$ cat src/rtl/pipe_ctrl.sv
// pipe_ctrl: pipeline sequencer and hazard unit for the 5-stage RISC core.
//
// It generates the PC and runs a run/drain/done FSM. It tracks one valid
// bit per stage, detects load-use stalls, flushes on a taken branch, drains
// the pipe on HALT and counts retired instructions (saturating).
//
// Ports:
//   clk, rst         clock; asynchronous active-high reset
//   start            begin a run (honoured in IDLE or DONE only)
//   id_*             register usage and HALT flag of the instruction in ID
//   exe_*            destination, load flag and branch info of the instruction in EXE
//   pc               fetch address (registered)
//   if_id_en         IF/ID buffer load enable (combinational)
//   id_exe_bubble    force a NOP into ID/EXE (combinational)
//   flush            kill IF and ID contents (combinational)
//   valid            per-stage valid bits, [0]=IF .. [NSTAGE-1]=WB (registered)
//   retired          instructions retired since start (registered, saturating)
//   busy, done       FSM status
//
// State  | meaning
// -------+------------------------------------------------------------
// IDLE   | after reset, waiting for start
// RUN    | fetching and executing
// DRAIN  | HALT accepted, fetch stopped, pipe emptying
// DONE   | pipe empty after HALT, waiting for start
module pipe_ctrl #(
    parameter int IMW    = 4,
    parameter int RFW    = 5,
    parameter int NSTAGE = 5,
    parameter int CW     = 32,
    parameter logic [IMW-1:0] START_PC = '0
) (
    input  logic              clk,
    input  logic              rst,
    input  logic              start,
    input  logic [RFW-1:0]    id_rs1,
    input  logic [RFW-1:0]    id_rs2,
    input  logic              id_use_rs1,
    input  logic              id_use_rs2,
    input  logic              id_is_halt,
    input  logic [RFW-1:0]    exe_rd,
    input  logic              exe_is_load,
    input  logic              exe_br_taken,
    input  logic [IMW-1:0]    exe_br_tgt,
    output logic [IMW-1:0]    pc,
    output logic              if_id_en,
    output logic              id_exe_bubble,
    output logic              flush,
    output logic [NSTAGE-1:0] valid,
    output logic [CW-1:0]     retired,
    output logic              busy,
    output logic              done
);

    typedef enum logic [1:0] {
        S_IDLE  = 2'd0,
        S_RUN   = 2'd1,
        S_DRAIN = 2'd2,
        S_DONE  = 2'd3
    } state_t;

    state_t              state, state_nxt;
    logic [IMW-1:0]      pc_nxt;
    logic [NSTAGE-1:0]   valid_nxt;
    logic [CW-1:0]       retired_nxt;
    logic                br, stall, halt, ld_use;

    assign busy = (state == S_RUN) || (state == S_DRAIN);
    assign done = (state == S_DONE);

    assign ld_use = (id_use_rs1 && (id_rs1 == exe_rd)) ||
                    (id_use_rs2 && (id_rs2 == exe_rd));

    // Branch wins over stall, and both win over HALT acceptance.
    assign br    = busy && valid[2] && exe_br_taken;
    assign stall = busy && !br && valid[2] && exe_is_load &&
                   (exe_rd != '0) && valid[1] && ld_use;
    assign halt  = (state == S_RUN) && !br && !stall && valid[1] && id_is_halt;

    assign if_id_en      = busy && !stall;
    assign id_exe_bubble = stall;
    assign flush         = br;

    always_ff @(posedge clk or posedge rst) begin
        if (rst) begin
            state   <= S_IDLE;
            pc      <= START_PC;
            valid   <= '0;
            retired <= '0;
        end else begin
            state   <= state_nxt;
            pc      <= pc_nxt;
            valid   <= valid_nxt;
            retired <= retired_nxt;
        end
    end

    always_comb begin
        state_nxt   = state;
        pc_nxt      = pc;
        valid_nxt   = valid;
        retired_nxt = retired;

        if (busy && valid[NSTAGE-1] && (retired != {CW{1'b1}}))
            retired_nxt = retired + CW'(1);

        case (state)
            S_IDLE, S_DONE: begin
                if (start) begin
                    state_nxt   = S_RUN;
                    pc_nxt      = START_PC;
                    valid_nxt   = '0;
                    retired_nxt = '0;
                end
            end
            S_RUN: begin
                if (br) begin
                    // IF and ID are killed; the killed ID never reaches EXE.
                    pc_nxt                = exe_br_tgt;
                    valid_nxt[NSTAGE-1:3] = valid[NSTAGE-2:2];
                    valid_nxt[2:0]        = 3'b000;
                end else if (stall) begin
                    // IF and ID hold, a bubble enters EXE, older stages move on.
                    valid_nxt[NSTAGE-1:3] = valid[NSTAGE-2:2];
                    valid_nxt[2]          = 1'b0;
                end else if (halt) begin
                    // HALT moves to EXE; the slot fetched behind it is dropped.
                    state_nxt    = S_DRAIN;
                    valid_nxt    = {valid[NSTAGE-2:0], 1'b0};
                    valid_nxt[1] = 1'b0;
                end else begin
                    // The PC steps only once the IF slot holds a real fetch, so
                    // after start or a redirect the first address is not skipped.
                    valid_nxt = {valid[NSTAGE-2:0], 1'b1};
                    if (valid[0])
                        pc_nxt = pc + IMW'(1);
                end
            end
            S_DRAIN: begin
                valid_nxt = {valid[NSTAGE-2:0], 1'b0};
                if (valid == '0)
                    state_nxt = S_DONE;
            end
            default: state_nxt = S_IDLE;
        endcase
    end

endmodule

$ cat config.mk
export PLATFORM = sky130hd
export DESIGN_NAME = pipe_ctrl
export DESIGN_NICKNAME = d
export VERILOG_FILES = /design/src/rtl/pipe_ctrl.sv
export SDC_FILE = /design/constraint.sdc
export NUM_CORES = 1
export LEC_CHECK = 0
export CAP_MARGIN = 5
export CORE_AREA = 2 2 68 87
export DETAILED_ROUTE_END_ITERATION = 8
export DIE_AREA = 0 0 70 89
export PLACE_DENSITY = 0.84
export REMOVE_ABC_BUFFERS = 1
export SLEW_MARGIN = 5
export SYNTH_ARGS = -nofsm -noshare
export SYNTH_HDL_FRONTEND = slang
export SYNTH_SLANG_ARGS = --single-unit
$ cat constraint.sdc
create_clock -name clk -period 6.48 [get_ports clk]
set_input_delay 1.296 -clock clk [delete_from_list [all_inputs] [get_ports clk]]
set_output_delay 1.296 -clock clk [all_outputs]
set_load 0.01 [all_outputs]
==> impl_results.md <==
* Setup repair after global routing missed its margin: false
* Overall power of the completed layout at 870 uW
* Sequential area share after synthesis at 38.5%
* Non-filler cells, final at 444
* Detailed-router iteration count before antenna repair at 5
* Die X at 70 um
* Clock transition at path regs at 0.09 ns
* Critical path endpoint category: output pin
* Kind of start point of the critical path: input pin
* # setup viols final at 0
* Num CTS Buffers at 5
* Slowest stage cell, crit path: sky130_fd_sc_hd__or4_1
* Number of buffers inserted for hold repair after clock tree synthesis at 0
* TritonCTS clock tree: yes
* Area of placed instances at 3530 um^2
* Number of port buffers at 72
* Area of the mapped netlist at 2790 um^2
* Diode count at 0
* Syn-to-layout area delta at 30.0%
* Syn_area_per_cell at 8.92 um^2
* Path type of the worst setup path: input pin to output pin
* Total half-perimeter wirelength after legalization and detailed placement at 5540 um
* DR iter-0 viols at 194
* Clock Latency Late Sink at 0.30 ns
* I/O pin total at 73
* Global Route met2 Usage at 45.3%
* Global-route wire length before repair at 12700 um
* Worst-case clock buffer depth at 2
* Global-route total usage across every layer at 25.1%
* Warning count from the yosys run at 0
* Cell area after layout at 3630 um^2
* CP most frequent cell: sky130_fd_sc_hd__clkdlybuf4s50_1
* Effective utilization at floorplan at 52.4%
* Min Clock Period, post-route at 4.73 ns
* Worst slew slack as a fraction of its limit at 37.3%
* Largest vdd supply drop at 0.000283 V
* Average routed wire per standard cell at 17.1 um
* Cell type contributing the most total cell area after synthesis: sky130_fd_sc_hd__dfrtp_1
* Floorplan die height at 89 um
* Number of antenna violations at the first check in global routing at 0
* Final core utilization at 68.1%
* Worst min-delay path category: flip-flop to flip-flop
* Final period util at 72.9%
* FFs w/ async S/R, synth at 100%
* Sum of negative setup slack at 0 ns
* Worst-Margin Slew at 0.941 ns
* Setup Fix Bufs, Post-CTS at 0
* Met1 track demand over resource in global routing at 29.1%
* Max incr delay on CP at 0.57 ns
* Worst clock skew on the final layout at 0.00679 ns
* Fmax at 212 MHz
* Required time of the critical path at 5.18 ns
* Distinct cell type count after synthesis at 60
* Clock sink count at 43
* Placed Cells incl. Taps at 436
* Share of post-route cells with drive strength above 1 at 3.68%
* Met3 track utilization from global routing at 3.72%
* Number of synthesized flops with an enable pin at 0
* Crit Path Max Fanout at 4
* Final antenna-violating net count at 0
* LEAKAGE at 1.38 nW
* Area of the placeable core at 5330 um^2
* Commonest non-fill, non-tap cells in the layout: sky130_fd_sc_hd__clkdlybuf4s50_1, sky130_fd_sc_hd__dfrtp_1, sky130_fd_sc_hd__nand2_1
* Gate Count Post-Synth at 313
* Worst Hold Margin at 0.539 ns
* Vias in the first global route at 2811
* # nets final at 412
* Total congestion overflow at 0
* Ordered list of cells on the worst path: clkdlybuf4s50_1 > or4_1 > o211a_1 > nand2_1 > inv_1 > nor2_1 > clkdlybuf4s50_1
* Hold Vio Cnt, Final at 0
* Synth top area cells: sky130_fd_sc_hd__dfrtp_1, sky130_fd_sc_hd__nand2_1, sky130_fd_sc_hd__xnor2_1
* Largest net degree at the start of global routing at 44
* Number of flip-flops and latches in the synthesized netlist at 43
* Power density over the cells at 240 nW/um^2
* Most utilized layer in the global route result: met2
* Run status: complete, no violations
* Final estimated routing congestion in global placement at 0.909
* Detailed-route via count at 2867
* Final worst slack at 1.75 ns
* Area share of the largest cell type after synthesis at 38.5%
* Buffer cell driving the clock tree root: sky130_fd_sc_hd__clkbuf_8
* Commonest non-fill, non-tap cell in the layout: sky130_fd_sc_hd__clkdlybuf4s50_1
* Total of fill cells in the finished design at 450
* # rows at 30
* H-tree depth at 2
* Final max-slew violation count at 0
* Max_cap viols at 0
* Placement-stage worst setup slack at 1.78 ns
* Signal arrival time at the worst endpoint at 3.43 ns
* Final wirelength at 7570 um
* Primary FF master, synth: sky130_fd_sc_hd__dfrtp_1
* Vias per inst at 6.46
* Die Footprint at 6230 um^2
* # resized after CTS at 0
* Length in cells of the worst reg-to-reg path at 7
* Remaining routing DRC violations at 0
* Hold-critical path depth at 1
[synthesized netlist by cell type, types with 5 or more instances]
cell	number
sky130_fd_sc_hd__o31ai_1	17
sky130_fd_sc_hd__nand2_1	42
sky130_fd_sc_hd__nor3_1	6
sky130_fd_sc_hd__a21oi_1	19
sky130_fd_sc_hd__dfrtp_1	43
sky130_fd_sc_hd__and2_1	5
sky130_fd_sc_hd__nor2_1	13
sky130_fd_sc_hd__nand3_1	15
sky130_fd_sc_hd__ha_1	6
sky130_fd_sc_hd__nand4_1	14
sky130_fd_sc_hd__o21ai_0	8
sky130_fd_sc_hd__o211ai_1	9
sky130_fd_sc_hd__or4_1	15
sky130_fd_sc_hd__and4_1	5
sky130_fd_sc_hd__xnor2_1	15
sky130_fd_sc_hd__clkbuf_1	6
sky130_fd_sc_hd__inv_1	8
[routing by layer]
| metal | part of all wire, % | wire length (um) | vias to the layer above |
|---|---|---|---|
| met5 | 0 | 0 | - |
| met4 | 2.5 | 192 | 0 |
| met3 | 4.9 | 370 | 18 |
| met2 | 52 | 3950 | 118 |
| met1 | 40 | 3060 | 1381 |
| li1 | - | - | 1350 |
[where the power goes]
group,total (mW),switching (mW),internal (mW)
sequential,0.314,0.0272,0.287
clock,0.193,0.0958,0.0971
combinational,0.362,0.209,0.153
total,0.870,0.332,0.537
[final timing paths]
check / from / endpoint / slack, ns
setup / recovery: exe_rd[0] / if_id_en / 1.75
hold / removal: retired[6] / retired[6] / 0.54
setup reg to reg: state[0] / retired[28] / 3.32
hold reg to reg: retired[6] / retired[6] / 0.54
max in group asynchronous: rst / state[1] / 4.66
min in group asynchronous: rst / retired[21] / 1.43
[cell families (layout without fill, tap and decap cells)]
family	after synthesis	count (layout)	synth area share, %
muxes	4	4	1.43
xor gates and xnor gates	15	15	4.71
and+or+nand+nor	135	135	26.6
buffers and inverters	24	91	3.99
AOI/OAI and AO/OA	86	86	22.1
DFF	43	43	38.5
adders and majority gates	6	6	2.69
[layout make-up]
class / count / area (um^2) / share of cell area (%)
tap: 64 / 80.1 / 2.21
multi-input combinational: 246 / 1600 / 44.2
timing repair buffer: 73 / 728 / 20.1
clock buffer: 7 / 96.3 / 2.65
sequential: 43 / 1080 / 29.6
clock inverter: 1 / 7.51 / 0.207
inverter: 10 / 37.5 / 1.03
[critical path: cells and delay by family]
family,cells,cell delay [ns]
and+or+nand+nor,3,0.77
AOI/OAI and AO/OA,1,0.27
buffers and inverters,3,1.11
[flip-flops by register name, summed over array words and instances, names as in the netlist]
name and flops:
retired 32, pc 4, state 2, valid 5
No activity file was read; power rests on OpenSTA's default activity.
